==> src/rtl/downselect_mask_ctrl.sv <==
// downselect_mask_ctrl
//
// Host-facing staging memory for a 2048-channel downselect mask plus a
// small controller that replays the whole mask, one 32-bit word per
// handshake, into the downselect select port.
//
// Flow: the host writes words into the staging memory while IDLE, then
// pulses cfg_commit.  The controller moves to ARMED, then to STREAM, and
// streams words 0..MASK_WORDS-1 before returning to IDLE and bumping
// load_count.  The staging memory is never cleared, so a commit with no
// new writes replays the previous mask.
//
// Build option:
//   DSEL_COMMIT_ON_EOB_EN  defined   -> ARMED waits for eob_tag so that the
//                                       mask only changes at a burst boundary.
//                          undefined -> ARMED moves to STREAM on the next
//                                       cycle and eob_tag is ignored.
//
// Handshake on m_axis_select_*: a word transfers on a rising edge where
// tvalid and tready are both high.  tvalid/tdata/tlast come straight from
// registers, never depend combinationally on tready, and stay unchanged
// while tvalid is high and tready is low.  tvalid only drops between
// words when the previous word has just been accepted and the next one
// is not yet loaded, or after the last word.
//
// dbg_state exposes the controller state for checkers:
//   2'd0 IDLE, 2'd1 ARMED, 2'd2 STREAM.

module downselect_mask_ctrl #(
  parameter int MASK_WORDS = 64,
  parameter int ADDR_W     = 6
) (
  input  logic              clk,
  input  logic              sync_reset,

  input  logic              cfg_wr_en,
  input  logic [ADDR_W-1:0] cfg_wr_addr,
  input  logic [31:0]       cfg_wr_data,
  input  logic              cfg_commit,

  input  logic              eob_tag,

  output logic              m_axis_select_tvalid,
  output logic [31:0]       m_axis_select_tdata,
  output logic              m_axis_select_tlast,
  input  logic              m_axis_select_tready,

  output logic              busy,
  output logic              cfg_err,
  output logic [15:0]       load_count,
  output logic [1:0]        dbg_state
);

  // Controller states.
  localparam logic [1:0] ST_IDLE   = 2'd0;
  localparam logic [1:0] ST_ARMED  = 2'd1;
  localparam logic [1:0] ST_STREAM = 2'd2;

  // Index of the final word of a load; that word carries tlast.
  localparam logic [ADDR_W-1:0] LAST_IDX = ADDR_W'(MASK_WORDS - 1);

  // ---------------------------------------------------------------------
  // Declarations
  // ---------------------------------------------------------------------
  logic [1:0]        state;
  logic [1:0]        state_nxt;

  // Staging memory: intentionally not reset, contents persist across loads.
  logic [31:0]       stage_mem [MASK_WORDS];

  // Index of the next word to be loaded into the output register.
  logic [ADDR_W-1:0] rd_idx;

  logic [31:0]       wr_addr_ext;
  logic              addr_ok;
  logic              is_idle;
  logic              is_stream;
  logic              wr_accept;
  logic              wr_reject;
  logic              commit_accept;
  logic              commit_reject;
  logic              out_hs;
  logic              last_hs;
  logic              load_word;
  logic              arm_go;

  // ---------------------------------------------------------------------
  // Host-side decode
  // ---------------------------------------------------------------------
  assign wr_addr_ext   = 32'(cfg_wr_addr);
  assign addr_ok       = (wr_addr_ext < 32'(MASK_WORDS));

  assign is_idle       = (state == ST_IDLE);
  assign is_stream     = (state == ST_STREAM);

  // A write in the same cycle as an accepted commit still lands, because
  // the controller is IDLE on that edge; the stream starts two or more
  // cycles later and therefore reads the new word.
  assign wr_accept     = cfg_wr_en &  is_idle & addr_ok;
  assign wr_reject     = cfg_wr_en & ~(is_idle & addr_ok);
  assign commit_accept = cfg_commit &  is_idle;
  assign commit_reject = cfg_commit & ~is_idle;

  // ---------------------------------------------------------------------
  // Stream-side decode
  // ---------------------------------------------------------------------
  assign out_hs  = m_axis_select_tvalid & m_axis_select_tready;
  assign last_hs = out_hs & m_axis_select_tlast;

  // Refill the output register when it is empty, or when its current word
  // is leaving and it is not the last one.  Once the last word is loaded
  // nothing else is fetched, so no word can be emitted twice.
  assign load_word = is_stream &
                     (~m_axis_select_tvalid |
                      (m_axis_select_tready & ~m_axis_select_tlast));

  // Permission to leave ARMED.
`ifdef DSEL_COMMIT_ON_EOB_EN
  assign arm_go = eob_tag;
`else
  logic unused_eob_tag;
  assign unused_eob_tag = eob_tag;
  assign arm_go         = 1'b1;
`endif

  // ---------------------------------------------------------------------
  // Next-state logic
  // ---------------------------------------------------------------------
  // Combinational next-state selection for the IDLE/ARMED/STREAM controller.
  always_comb begin
    state_nxt = state;
    case (state)
      ST_IDLE: begin
        if (commit_accept) begin
          state_nxt = ST_ARMED;
        end
      end
      ST_ARMED: begin
        if (arm_go) begin
          state_nxt = ST_STREAM;
        end
      end
      ST_STREAM: begin
        if (last_hs) begin
          state_nxt = ST_IDLE;
        end
      end
      default: begin
        state_nxt = ST_IDLE;
      end
    endcase
  end

  // State register; reset returns to IDLE and aborts any load in flight.
  always_ff @(posedge clk or posedge sync_reset) begin
    if (sync_reset) begin
      state <= ST_IDLE;
    end else begin
      state <= state_nxt;
    end
  end

  // ---------------------------------------------------------------------
  // Staging memory
  // ---------------------------------------------------------------------
  // Host writes land only while IDLE and in range; the array has no reset.
  always_ff @(posedge clk) begin
    if (wr_accept) begin
      stage_mem[cfg_wr_addr] <= cfg_wr_data;
    end
  end

  // ---------------------------------------------------------------------
  // Output register and word index
  // ---------------------------------------------------------------------
  // Registered stream output: fetch, hold under backpressure, retire.
  always_ff @(posedge clk or posedge sync_reset) begin
    if (sync_reset) begin
      m_axis_select_tvalid <= 1'b0;
      m_axis_select_tdata  <= 32'd0;
      m_axis_select_tlast  <= 1'b0;
      rd_idx               <= '0;
    end else if (!is_stream) begin
      // Outside STREAM the port is quiet and the next load starts at word 0.
      m_axis_select_tvalid <= 1'b0;
      m_axis_select_tlast  <= 1'b0;
      rd_idx               <= '0;
    end else if (load_word) begin
      m_axis_select_tvalid <= 1'b1;
      m_axis_select_tdata  <= stage_mem[rd_idx];
      m_axis_select_tlast  <= (rd_idx == LAST_IDX);
      rd_idx               <= rd_idx + ADDR_W'(1);
    end else if (last_hs) begin
      m_axis_select_tvalid <= 1'b0;
      m_axis_select_tlast  <= 1'b0;
    end
  end

  // ---------------------------------------------------------------------
  // Status
  // ---------------------------------------------------------------------
  // Completed-load counter (wraps naturally) and one-cycle reject pulse.
  always_ff @(posedge clk or posedge sync_reset) begin
    if (sync_reset) begin
      load_count <= 16'd0;
      cfg_err    <= 1'b0;
    end else begin
      if (last_hs) begin
        load_count <= load_count + 16'd1;
      end
      cfg_err <= wr_reject | commit_reject;
    end
  end

  assign busy      = ~is_idle;
  assign dbg_state = state;

endmodule

==> config.mk <==
export PLATFORM = sky130hd
export DESIGN_NAME = downselect_mask_ctrl
export DESIGN_NICKNAME = d
export VERILOG_FILES = /design/src/rtl/downselect_mask_ctrl.sv
export SDC_FILE = /design/constraint.sdc
export NUM_CORES = 2
export LEC_CHECK = 0
export ABC_AREA = 1
export CAP_MARGIN = 40
export CORE_MARGIN = 2
export CORE_UTILIZATION = 50
export CTS_CLUSTER_DIAMETER = 150
export CTS_CLUSTER_SIZE = 14
export DETAILED_ROUTE_END_ITERATION = 7
export GPL_TIMING_DRIVEN = 0
export PLACE_DENSITY = 0.68
export SYNTH_ARGS = -nofsm -noshare
export SYNTH_HDL_FRONTEND = slang
export SYNTH_SLANG_ARGS = --single-unit
==> constraint.sdc <==
create_clock -name clk -period 3.1 [get_ports clk]
set_input_delay 0.93 -clock clk [delete_from_list [all_inputs] [get_ports clk]]
set_output_delay 0.93 -clock clk [all_outputs]
set_load 0.005 [all_outputs]
## Word level (Yosys, flattened, before mapping)

Memories as Yosys holds them, arrays and structs flattened. A register that Yosys moved wholly into a read port is not among the register bits.
Index checks and enable logic that the tools add are counted.

- Add/subtract/negate cells: 2
- Order comparisons: 1
- Equality and inequality tests: 7
- Mux-type cells: 12
- Bitwise logic cells: 16
- Reductions and logical operators: 3

Operator list:

| kind | count |
|---|---|
| adder 16 x 1 -> 16 bit (second input constant) | 1 |
| two-way mux 6 bit | 2 |
| AND 1 bit | 10 |
| < comparator 6 x 7 -> 1 bit (second input constant) | 1 |
| two-way mux 1 bit | 7 |
| adder 6 x 1 -> 6 bit (second input constant) | 1 |
| == test 6 bit (second input constant) | 1 |
| inequality test 2 x 1 -> 1 bit (second input constant) | 3 |
| one-hot mux 2 bit (3 select lines) | 1 |
| two-way mux 2 bit | 2 |
| inverter 1 bit | 4 |
| AND reduction 2 bit | 2 |
| inequality test 3 x 1 -> 1 bit (second input constant) | 1 |
| == test 2 x 1 -> 1 bit (second input constant) | 1 |
| == test 2 bit (second input constant) | 1 |
| logical NOT 2 bit | 1 |
| bitwise OR 1 bit | 2 |

- Register bits after elaboration: 27
- Memory bits (writable): 2048
- Memories: 1

Memories:

| name | depth | width | rd ports | clocked after memory_dff | write ports | RTL line | text |
|---|---|---|---|---|---|---|---|
| stage_mem | 64 | 32 | 1 | 1 | 1 | 69 | `logic [31:0] stage_mem [MASK_WORDS];` |

## Depth between registers and ports, before layout

- Word-level depth: 6
- Depth in mapped cells: 17

## Worst setup path after synthesis

Ideal clock, no wire load.

- Kind: input -> register
- Start point: in cfg_wr_en
- End point: mem stage_mem[0][0], enable pin
- Library setup time: 0.421 ns
- Arrival: 2.984 ns
- Setup slack: -0.305 ns
- Stages: 4
- Path buffers: 0
- Cell sequence: inv_1 > nor2_1 > nand4_1 > nor2_1

- Cells in the longest elaborated chain, start to end: 4

Ends and longest elaborated chain:

| element | RTL line | text |
|---|---|---|
| start: declaration | 36 | `input logic cfg_wr_en,` |
| AND 1 bit (2 in a row) | 99 | `assign wr_accept = cfg_wr_en & is_idle & addr_ok;` |
| two-way mux 1 bit | 168 | `if (wr_accept) begin` |
| two-way mux 1 bit (implied by the code) | 169 | `stage_mem[cfg_wr_addr] <= cfg_wr_data;` |
| end: declaration | 69 |  |

No other way between the ends.

==> reports/qor.txt <==
===========================================================================
Yosys warnings                                                            0
Number of buffers inserted by hold repair at cts                          0
Cell repeated most along the worst path                              nor2_1
Relative max-transition margin                                        33.4%
P&R area growth vs syn                                                14.2%
Final Instance Area                                              102000 um2
Final Max Tran Viols                                                      0
Number of register bits inferred by synthesis                          2107
Routed WL per cell                                                  27.3 um
Detailed-router iteration count before antenna repair                     8
Clock tree sinks                                                       2107
Share of post-route cells with drive strength above 1                 8.79%
Type of element launching the critical path                       flip-flop
Endpoint kind of the worst setup timing path                      flip-flop
Arrival time reported for the critical path endpoint                3.95 ns
Transition at the pin with the smallest max-transition slack       0.999 ns
Standby leakage power                                               41.1 nW
Overall die area                                                 182000 um2
WS Path Type                                                        reg2reg
Die height                                                           426 um
Worst min-delay path class                                           in2reg
Final net count                                                        9012
CTS HTree Levels                                                          4
CP max stage delay                                                  0.39 ns
Register area share after synthesis                                   70.6%
Total global-route track usage                                        34.1%
Final period demand of the worst path                               3.23 ns
Power density cells                                              720 nW/um2
Horizontal extent of the die                                         426 um
Count of cells along the worst hold path                                  1
Distinct cell type count of the synthesized netlist                      25
Sum of internal, switching and leakage power                        73.4 mW
Iteration-0 DRC Markers                                               10700
Clock transition at the registers of the reported paths             0.07 ns
Placer congestion estimate                                             1.06
Required time reported for the critical path endpoint               3.82 ns
Post-Place Worst Slack                                             -1.43 ns
Clock latency on the worst-skew pair                                0.84 ns
Pin count of the biggest net entering global routing                     65
Least setup slack across all paths after layout                   -0.132 ns
Port-buffer cells                                                        96
Cell area reported after detailed placement                       96200 um2
Clock skew after layout                                           0.0395 ns
Count of endpoints failing hold in the final timing report                0
Starting density of the core                                          50.2%
Commonest cells after routing, fill and taps aside             nand2_1, edfxtp_1, inv_1
Vias in the first global route                                        60200
First-pass GRT wire length                                           434 mm
Total length of routed wires                                         312 mm
Count of fill cells added during filler insertion                     14600
Peak VDD IR                                                          707 uV
CTS buffer count                                                        168
Status                                                         finished with violations
Cells traversed along the worst timing path                    buf_4 -> inv_2 -> buf_12 -> buf_12 -> buf_6 -> buf_4 -> nand2_1 -> nand3_1 -> nand3_1 -> nand2_1 -> nor2_1 -> nor2_1 -> nor2_1 -> nor2_2 -> nor2_1
DRC violations left                                                       0
Critical path depth                                                      15
Via count of the routed design                                        65000
Family with the most delay on the worst path                   simple AND/OR/NAND/NOR gates
Clock root buffer                                                 clkbuf_16
Count of standard-cell rows                                             155
Final clock period utilization by the worst path                       104%
Violated checks                                                negative setup slack
Cell count after synthesis                                             8553
Maximum net fanout on the critical path                                  10
TritonCTS clock tree                                                  built
Cell Area, Synth                                                  89200 um2
Longest Clk Path Bufs                                                     3
Most common cell after layout, fill and taps aside                  nand2_1
Max Cap Viol                                                              0
Final antenna-violating net count                                         0
Ports                                                                    98
Critical path buffer and inverter count                                   6
Cell with the biggest individual delay on the critical path         dfrtp_1
Initial antenna violation count                                          23
Average footprint of a synthesized cell                            10.4 um2
Worst R2R Path Depth                                                     15
Core Area                                                        178000 um2
Vias per std cell                                                      5.70
Final HPWL from detailed placement                                   216 mm
Total nets after synthesis                                             8599
Final setup violation count                                              15
Max Freq                                                            309 MHz
GR Overflow Total                                                         0
===========================================================================
## per-layer routing
layer | vias to the layer above | share of wire [%] | track usage, %
li1 | 28600 | - | -
met1 | 31100 | 35 | 43.0
met2 | 4442 | 44 | 52.0
met3 | 932 | 12 | 8.23
met4 | 4 | 8.6 | 24.1
met5 | - | 0.0067 | 0
## cells by family after synthesis
| logic type | Yosys count | share of synthesized area (%) |
|---|---|---|
| xor gates and xnor gates | 14 | 0.137 |
| adders and majority gates | 2 | 0.0280 |
| DFF | 2107 | 70.6 |
| buffers and inverters | 1492 | 6.66 |
| AOI/OAI and AO/OA | 288 | 1.64 |
| and+or+nand+nor | 4650 | 20.9 |
## worst paths after layout
path / start / slack (ns) / to
max: rd_idx[0]$_DFFE_PP0P_ / -0.13 / m_axis_select_tdata[23]$_DFFE_PP0P_
min: cfg_wr_data[1] / 0.34 / stage_mem[44][1]$_DFFE_PP_
max reg2reg: rd_idx[0]$_DFFE_PP0P_ / -0.13 / m_axis_select_tdata[23]$_DFFE_PP0P_
min reg2reg: load_count[15]$_DFFE_PP0P_ / 0.49 / load_count[15]$_DFFE_PP0P_
max in group asynchronous: sync_reset / 2.13 / m_axis_select_tdata[31]$_DFFE_PP0P_
min in group asynchronous: sync_reset / 0.37 / load_count[13]$_DFFE_PP0P_
## final cells by class
| class | instances | area, um2 | share of cell area [%] |
|---|---|---|---|
| buffer | 432 | 2260 | 2.22 |
| clock inverter | 14 | 214 | 0.210 |
| clock buffer | 241 | 4520 | 4.44 |
| multi-input combinational | 4955 | 21200 | 20.8 |
| tap | 2355 | 2950 | 2.89 |
| sequential | 2107 | 63000 | 61.8 |
| timing repair buffer | 242 | 3780 | 3.71 |
| inverter | 1060 | 3990 | 3.92 |
| antenna | 8 | 20.0 | 0.0196 |
## metrics by stage
stage / hold WS, ns / util, % / instances / setup TNS [ns]
after floorplan: 0.476 / - / 8553 / -624.25
after global placement: 0.482 / 52.4 / 11000 / -9443.13
after detailed placement: 0.485 / 54.1 / 11100 / -1909.86
after CTS: 0.319 / 57.1 / 11400 / -0.201
after global routing: 0.344 / 57.3 / 11400 / -0.0201
final: 0.343 / 57.3 / 11400 / -0.614
## report_power, final
| group | internal, mW | leakage, nW | switching (mW) |
|---|---|---|---|
| clock network | 10.1 | 2.27 | 10.1 |
| logic | 5.50 | 19.7 | 15.9 |
| registers | 31.6 | 19.1 | 0.193 |
## worst register-to-register path: stages, from the launching register on
cell     delay, ns
dfrtp_1       0.39
buf_4         0.21
inv_2         0.14
buf_12        0.23
buf_12        0.22
buf_6         0.26
buf_4         0.29
nand2_1       0.08
nand3_1       0.07
nand3_1       0.08
nand2_1       0.11
nor2_1        0.12
nor2_1        0.34
nor2_1        0.14
nor2_2        0.33
nor2_1        0.08
## cells in the mapped netlist
library cell / instances / area (um2)
nand2_1: 2905 / 10900
ha_1: 2 / 25.0
o211ai_1: 10 / 75.1
nor3_1: 2 / 10.0
xor2_1: 9 / 78.8
nand3_1: 923 / 4620
inv_2: 4 / 15.0
a21oi_1: 44 / 220
dfrtp_1: 59 / 1480
buf_4: 28 / 210
and3_1: 1 / 6.26
o21ai_1: 6 / 30.0
o21ai_0: 228 / 1140
nor2_1: 800 / 3000
buf_6: 7 / 78.8
nand4_1: 11 / 68.8
nor4_4: 1 / 21.3
clkinv_1: 2 / 7.51
buf_1: 67 / 251
clkbuf_1: 180 / 676
xnor2_1: 5 / 43.8
edfxtp_1: 2048 / 61500
inv_1: 1054 / 3960
or2_2: 7 / 43.8
buf_2: 150 / 751
## sequential cells by signal, summed over array words and instances, names as in the netlist
register	flops
m_axis_select_tdata	32
dbg_state	2
m_axis_select_tlast	1
m_axis_select_tvalid	1
load_count	16
cfg_err	1
stage_mem	2048
rd_idx	6
## what timing repair did
item | CTS | global route
gates resized for setup | 166 | 134
setup buffers | 20 | 0
cloned | 1 | 0
pin swaps | 15 | 6
endpoints found under the setup margin | 1610 | 32
Power figures use the tool's default switching activity.
